### src/rtl/life_gen_engine_if.sv
// Scan-counter, seed-write, display-read and status bundle for life_gen_engine.
interface life_gen_engine_if #(
   parameter int XW    = 4,
   parameter int YW    = 4,
   parameter int GEN_W = 16
);
   logic             step;
   logic             scan_en;
   logic [XW-1:0]    x_count;
   logic             x_carry;
   logic [YW-1:0]    y_count;
   logic             y_carry;
   logic             wr_en;
   logic [XW-1:0]    wr_x;
   logic [YW-1:0]    wr_y;
   logic             wr_cell;
   logic [XW-1:0]    rd_x;
   logic [YW-1:0]    rd_y;
   logic             rd_cell;
   logic             busy;
   logic             done;
   logic [GEN_W-1:0] gen;

   modport master (
      output step, x_count, x_carry, y_count, y_carry,
             wr_en, wr_x, wr_y, wr_cell, rd_x, rd_y,
      input  scan_en, rd_cell, busy, done, gen
   );

   modport slave (
      input  step, x_count, x_carry, y_count, y_carry,
             wr_en, wr_x, wr_y, wr_cell, rd_x, rd_y,
      output scan_en, rd_cell, busy, done, gen
   );
endinterface

### src/rtl/life_gen_engine.sv
// Game of Life engine: one cell per clock driven by external x/y counters, commit after the last cell.
// LIFE_WRAP_EN selects a toroidal grid; otherwise off-grid neighbours are dead. rd_cell has 1-cycle latency.
module life_gen_engine #(
   parameter int GRID_W = 16,
   parameter int GRID_H = 16,
   parameter int XW     = 4,
   parameter int YW     = 4,
   parameter int GEN_W  = 16
) (
   input logic              clk,
   input logic              resetn,
   life_gen_engine_if.slave bus
);
   localparam int CELLS = GRID_W * GRID_H;
   localparam int IW    = $clog2(CELLS);

   typedef enum logic [1:0] {IDLE, SCAN, COMMIT} state_t;

   state_t           state, state_nx;
   logic [CELLS-1:0] cur, nxt;
   logic [GEN_W-1:0] gen_q;
   logic             done_q, rd_q;

   int               cx, cy, nx, ny, wx, wy, rx, ry;
   logic             hit, pos_ok, wr_ok, rd_ok, self_live, next_live;
   logic [3:0]       nbr;
   logic [IW-1:0]    pos_idx, wr_idx, rd_idx;

   always_comb begin
      cx        = int'(bus.x_count[XW-1:0]);
      cy        = int'(bus.y_count[YW-1:0]);
      wx        = int'(bus.wr_x);
      wy        = int'(bus.wr_y);
      rx        = int'(bus.rd_x);
      ry        = int'(bus.rd_y);
      pos_ok    = (cx < GRID_W) && (cy < GRID_H);
      wr_ok     = (wx < GRID_W) && (wy < GRID_H);
      rd_ok     = (rx < GRID_W) && (ry < GRID_H);
      pos_idx   = IW'(cy * GRID_W + cx);
      wr_idx    = IW'(wy * GRID_W + wx);
      rd_idx    = IW'(ry * GRID_W + rx);
      self_live = pos_ok ? cur[pos_idx] : 1'b0;
      nbr       = 4'd0;
      nx        = 0;
      ny        = 0;
      hit       = 1'b0;
      for (int dy = -1; dy <= 1; dy++) begin
         for (int dx = -1; dx <= 1; dx++) begin
            nx  = cx + dx;
            ny  = cy + dy;
            hit = pos_ok && !(dx == 0 && dy == 0);
`ifdef LIFE_WRAP_EN
            // coordinates are at most one step off-grid, so a single fold suffices
            if (nx < 0) nx = GRID_W - 1;
            else if (nx >= GRID_W) nx = 0;
            if (ny < 0) ny = GRID_H - 1;
            else if (ny >= GRID_H) ny = 0;
`else
            if (nx < 0 || nx >= GRID_W || ny < 0 || ny >= GRID_H) hit = 1'b0;
`endif
            if (hit) nbr = nbr + 4'(cur[IW'(ny * GRID_W + nx)]);
         end
      end
      next_live = (nbr == 4'd3) || ((nbr == 4'd2) && self_live);
   end

   always_comb begin
      state_nx = state;
      case (state)
         IDLE:    if (bus.step) state_nx = SCAN;
         SCAN:    if (bus.x_carry && bus.y_carry) state_nx = COMMIT;
         COMMIT:  state_nx = IDLE;
         default: state_nx = IDLE;
      endcase
   end

   always_ff @(posedge clk or negedge resetn) begin
      if (!resetn) begin
         state  <= IDLE;
         cur    <= '0;
         nxt    <= '0;
         gen_q  <= '0;
         done_q <= 1'b0;
         rd_q   <= 1'b0;
      end else begin
         state  <= state_nx;
         done_q <= 1'b0;
         rd_q   <= rd_ok ? cur[rd_idx] : 1'b0;
         case (state)
            IDLE:    if (bus.wr_en && wr_ok) cur[wr_idx] <= bus.wr_cell;
            SCAN:    if (pos_ok) nxt[pos_idx] <= next_live;
            COMMIT: begin
               cur    <= nxt;
               gen_q  <= gen_q + GEN_W'(1);
               done_q <= 1'b1;
            end
            default: ;
         endcase
      end
   end

   assign bus.scan_en = (state == SCAN);
   assign bus.busy    = (state != IDLE);
   assign bus.done    = done_q;
   assign bus.gen     = gen_q;
   assign bus.rd_cell = rd_q;
endmodule

### src/flat_wrapper.sv
// flat-port wrapper written by rule: the top's interface ports become plain ports
module life_gen_engine_flat 
#(
   parameter int GRID_W = 16,
   parameter int GRID_H = 16,
   parameter int XW     = 4,
   parameter int YW     = 4,
   parameter int GEN_W  = 16
)
  (clk, resetn, bus_step, bus_x_count, bus_x_carry, bus_y_count, bus_y_carry, bus_wr_en, bus_wr_x, bus_wr_y, bus_wr_cell, bus_rd_x, bus_rd_y, bus_scan_en, bus_rd_cell, bus_busy, bus_done, bus_gen);
  life_gen_engine_if #(.XW(XW), .YW(YW), .GEN_W(GEN_W)) bus_i ();
  input logic clk;
  input logic resetn;
  input wire logic [$bits(bus_i.step)-1:0] bus_step;
  input wire logic [$bits(bus_i.x_count)-1:0] bus_x_count;
  input wire logic [$bits(bus_i.x_carry)-1:0] bus_x_carry;
  input wire logic [$bits(bus_i.y_count)-1:0] bus_y_count;
  input wire logic [$bits(bus_i.y_carry)-1:0] bus_y_carry;
  input wire logic [$bits(bus_i.wr_en)-1:0] bus_wr_en;
  input wire logic [$bits(bus_i.wr_x)-1:0] bus_wr_x;
  input wire logic [$bits(bus_i.wr_y)-1:0] bus_wr_y;
  input wire logic [$bits(bus_i.wr_cell)-1:0] bus_wr_cell;
  input wire logic [$bits(bus_i.rd_x)-1:0] bus_rd_x;
  input wire logic [$bits(bus_i.rd_y)-1:0] bus_rd_y;
  output wire logic [$bits(bus_i.scan_en)-1:0] bus_scan_en;
  output wire logic [$bits(bus_i.rd_cell)-1:0] bus_rd_cell;
  output wire logic [$bits(bus_i.busy)-1:0] bus_busy;
  output wire logic [$bits(bus_i.done)-1:0] bus_done;
  output wire logic [$bits(bus_i.gen)-1:0] bus_gen;
  assign bus_i.step = bus_step;
  assign bus_i.x_count = bus_x_count;
  assign bus_i.x_carry = bus_x_carry;
  assign bus_i.y_count = bus_y_count;
  assign bus_i.y_carry = bus_y_carry;
  assign bus_i.wr_en = bus_wr_en;
  assign bus_i.wr_x = bus_wr_x;
  assign bus_i.wr_y = bus_wr_y;
  assign bus_i.wr_cell = bus_wr_cell;
  assign bus_i.rd_x = bus_rd_x;
  assign bus_i.rd_y = bus_rd_y;
  assign bus_scan_en = bus_i.scan_en;
  assign bus_rd_cell = bus_i.rd_cell;
  assign bus_busy = bus_i.busy;
  assign bus_done = bus_i.done;
  assign bus_gen = bus_i.gen;
  life_gen_engine #(.GRID_W(GRID_W), .GRID_H(GRID_H), .XW(XW), .YW(YW), .GEN_W(GEN_W)) u_core (.clk(clk), .resetn(resetn), .bus(bus_i));
endmodule
### config.mk
export PLATFORM = sky130hd
export DESIGN_NAME = life_gen_engine_flat
export DESIGN_NICKNAME = d
export VERILOG_FILES = /design/src/rtl/life_gen_engine_if.sv /design/src/rtl/life_gen_engine.sv /design/src/flat_wrapper.sv
export SDC_FILE = /design/constraint.sdc
export NUM_CORES = 2
export LEC_CHECK = 0
export BUFFER_PORTS_ARGS = -buffer_cell sky130_fd_sc_hd__buf_2
export CELL_PAD_IN_SITES_DETAIL_PLACEMENT = 0
export CELL_PAD_IN_SITES_GLOBAL_PLACEMENT = 1
export CORE_ASPECT_RATIO = 1.5
export CORE_MARGIN = 5
export CORE_UTILIZATION = 45
export CTS_BUF_LIST = sky130_fd_sc_hd__clkbuf_4 sky130_fd_sc_hd__clkbuf_8
export CTS_CLUSTER_SIZE = 12
export DETAILED_ROUTE_END_ITERATION = 7
export PLACE_DENSITY_LB_ADDON = 0.12
export SYNTH_ARGS = -nofsm -noshare
export SYNTH_HDL_FRONTEND = slang
export SYNTH_SLANG_ARGS = --single-unit
### constraint.sdc
create_clock -name clk -period 6.3 [get_ports clk]
set_input_delay 1.26 -clock clk [delete_from_list [all_inputs] [get_ports clk]]
set_output_delay 1.26 -clock clk [all_outputs]
set_load 0.01 [all_outputs]
==> results.md <==
- Status: finished with violations
- Violations in the final reports: max-capacitance violations, max-slew violations, negative setup slack
- Pre-CTS setup slack: -2720 ps
- Initial antenna violation count: 20
- Max-Slew Margin vs Limit: -4.91%
- Crit Path Category: primary input to register
- Final Instance Area: just under 50000 um2
- Critical Path Sink Type: register
- Multi-input gate area: 23600 um2
- Final ANT Viol Nets: 0
- Fill cells: around 6600
- Post-synth EDFFs: 0
- Max rail drop VDD: between 0.9 and 1 mV
- H-tree depth: 3
- Tightest Pin Transition: 1570 ps
- Post-synthesis area per instance: around 10 um2
- Vias in the first global route: 35369
- Final Hold Violating Endpoints: 0
- Max cap viols: 1
- Register bit count reported by yosys: 532
- Synth Net Count: 3700
- Final Instance Count excl. Fillers: 5239
- Post-synthesis sequential area ratio: 36.6%
- Min-Delay Endpoint: u_core.cur[239]$_DFFE_PN0P_
- Critical-path top delay cell: mux4_2
- Placed Cells: 4938
- Worst flop-to-flop path endpoint: u_core.nxt[196]$_DFFE_PN0P_
- Die W: 242 um
- Final Skew: 55.4 ps
- GRT Residual Overflow: 0
- Cell mode on critical path: ha_4
- Routability cong.: 0.991
- Logic pwr share: 73.3%
- WL per Instance: 34.6 um
- Post-route setup slack: -1630 ps
- Setup violators final: 256
- Sequential Power Share: 15.6%
- DRC: 0
- WHS Path Cells: 2
- Period utilization: 126%
- F_max: 126 MHz
- Tmin final: 7930 ps
- TritonRoute pass-1 iters: 6
- # hold bufs at CTS: 0
- Die Ht: 358 um
- CTS tree: yes
- Power Density: 686 nW/um2
- RR Startpoint: u_core.cur[76]$_DFFE_PN0P_
- Final Max Tran Viols: 9
- Most used DFF post-synth: dfrtp_1
- Drt via density: ~7
- Sw Share: 44.6%
- R2R Setup Slk: -1070 ps
- Layout cell share with drive strength beyond 1: 38.4%
- Synth Instances: around 3600
- CP max stage delay: 530 ps
- CTS buffer count: 91
- Psw: 0.0148 W
- Worst hold start: u_core.nxt[239]$_DFFE_PN0P_
- Worst hold path class: register to register
- Routed vias: 35998
- Core Footprint: 80100 um2
- CP startpoint kind: primary input
- Gr usage total: 39.4%
- Clock-pin slew on the worst setup and hold paths: 60 ps
- RSZ-0062 raised after global routing: true
- Synthesis-to-layout area growth: 33.1%
- FF/Latch Area: about 13000 um2
- CTS root buffer: clkbuf_8
- Largest net degree at the start of global routing: 186
- First-pass GRT wire length: 251000 um
- YS warnings: 0
- Boundary Pins: 51
- # port buffers: 50
- Initial DRC Count: 5030
- Placement Cell Area: 41800 um2
- CP Max Fanout: 8
- Worst-skew pair later-pin latency: 780 ps
- Leakage power: a little over 20 nW
- Distinct cells, synth: 63
- Post-route setup TNS: -397950 ps
- CP Data Required Time: 6920 ps
- Routed WL: 181000 um
- Post-detail-place hpwl: between 100000 and 150000 um
- CP arrival: 8560 ps
- DIE AREA: approximately 87000 um2
- Int Power: 0.0184 W
- Cell Rows: about 130
- Nets: 4195
- CTS sink cnt: roughly 530
- Clock power frac: 11.1%
- Async SR Flop Fraction: 100%
- Starting density of the core: 45.5%
- CTS max path bufs: 3
- R2R depth: 32
- Post-Syn Area: around 36000 um2
==> area by class of cell <==
| type | count | area share (%) |
|---|---|---|
| timing repair buffer | 780 | 16.6 |
| tap | 1032 | 2.66 |
| clock buffer | 143 | 3.76 |
| inverter | 18 | 0.165 |
| clock inverter | 22 | 0.581 |
| sequential | 532 | 27.5 |
| multi-input combinational | 2705 | 48.7 |
| antenna | 7 | 0.0361 |
==> worst max-delay path, delay by kind of cell <==
kind,cells,cell delay (ps)
multiplexers,7,2530
buffers and inverters,7,1230
adder cells (fa/ha/maj),7,1810
AND/OR/NAND/NOR,5,820
AO/OA/AOI/OAI,6,890
==> how the worst max path moves through the flow <==
stage / endpoint / slack (ps) / cells past startpoint / start
after CTS: u_core.nxt[10]$_DFFE_PN0P_ / -1540 / 38 / bus_x_count[0]
after detailed placement: u_core.nxt[26]$_DFFE_PN0P_ / -2720 / 35 / bus_x_count[1]
final: u_core.nxt[196]$_DFFE_PN0P_ / -1630 / 32 / bus_x_count[3]
after global placement: u_core.nxt[26]$_DFFE_PN0P_ / -2850 / 35 / bus_x_count[1]
after floorplan: u_core.nxt[85]$_DFFE_PN0P_ / -2020 / 40 / bus_x_count[0]
after global routing: u_core.nxt[252]$_DFFE_PN0P_ / -1810 / 40 / bus_x_count[0]
==> registers in the layout, summed over array words and instances (netlist names) <==
signal	count
u_core.bus.done	1
u_core.bus.gen	16
u_core.bus.rd_cell	1
u_core.cur	256
u_core.nxt	256
u_core.state	2
==> metal layers <==
metal	share of wire (%)	vias up	global-route usage (%)
li1	-	14585	-
met1	35	17921	48.3
met2	43	2652	58.6
met3	11	822	10.1
met4	10	18	32.6
met5	0.076	-	0
==> kinds of logic (layout without fill, tap and decap cells) <==
kind of cell / after synthesis / after routing / synth area share [%]
compound gates: 872 / 872 / 14.2
xor+xnor: 45 / 45 / 1.12
fa+ha+maj: 36 / 36 / 1.24
buf+inv: 396 / 963 / 5.08
flops: 532 / 532 / 36.6
mux: 673 / 673 / 28.7
other cells: 0 / 7 / 0
simple gates: 1079 / 1079 / 13.0
==> power by group through the flow <==
stage	logic, W	clock network, W	registers, W
floorplan	0.00860	0	0.00501
global placement	0.0138	0	0.00508
detailed placement	0.0141	0	0.00516
CTS	0.0174	0.00371	0.00511
global route	0.0248	0.00385	0.00524
finish	0.0244	0.00369	0.00517
==> repair_timing <==
action,4_1_cts,5_1_grt
resized for setup,159,362
setup buffers,56,23
cloned,16,41
pin swaps,29,112
setup endpoints to repair,256,256
==> per-stage QoR <==
stage | power, W | util, % | hold WS (ps)
after floorplan | 0.0136 | - | 432
after global placement | 0.0189 | 52.1 | 454
after detailed placement | 0.0192 | 52.2 | 460
after CTS | 0.0262 | 56.9 | 443
after global routing | 0.0339 | 60.5 | 475
final | 0.0332 | 60.5 | 468
==> placed cells by master (no fill, tap or decap), types with 12 or more instances in the layout <==
master / count
a21oi_1: 18
a21oi_2: 12
a22oi_1: 17
and2_1: 20
buf_12: 74
buf_16: 25
buf_2: 43
buf_4: 548
buf_6: 38
buf_8: 16
clkbuf_16: 34
clkbuf_4: 24
clkbuf_8: 120
dfrtp_1: 532
ha_1: 25
mux2_2: 12
mux2i_1: 340
mux2i_2: 13
mux4_2: 296
nand2_1: 495
nand2b_1: 15
nand3_1: 274
nand3_2: 24
nand4_1: 19
nor2_1: 136
nor2_2: 19
nor2b_1: 19
nor3_1: 13
o21ai_0: 514
o31ai_1: 59
o31ai_2: 140
o31ai_4: 56
xnor2_1: 26
==> cells in the mapped netlist (2+ instances only) <==
cell type  number  area (um2)
clkinv_1        4        15.0
o211ai_1        3        22.5
a22o_1          2        17.5
o31ai_1       255        1910
nand3_1       297        1490
xor2_1         13         114
a21oi_1        33         165
o21ai_0       522        2610
buf_1          30         113
a211oi_1       12        90.1
nand2b_1       17         106
or3_1           3        18.8
clkbuf_1      207         777
o21ai_1         2        10.0
a31oi_1         2        12.5
buf_12          2        40.0
xnor2_1        30         263
nor4_1          3        18.8
inv_1          13        48.8
nor2_1        160         601
nor2b_1        24         150
nand2_1       498        1870
nand4_1        19         119
and3_1          8        50.1
mux2_2         17         191
ha_1           36         450
buf_6           8        90.1
a22oi_1        22         165
and2_1         20         125
dfrtp_1       532       13300
nor3_1         18        90.1
or4_1           2        15.0
or2_2           2        12.5
mux4_2        296        6670
a31o_2          3        26.3
o21bai_1        3        22.5
buf_4          42         315
mux2i_1       360        3600
buf_2          89         445
(Power assumes the default switching activity.)
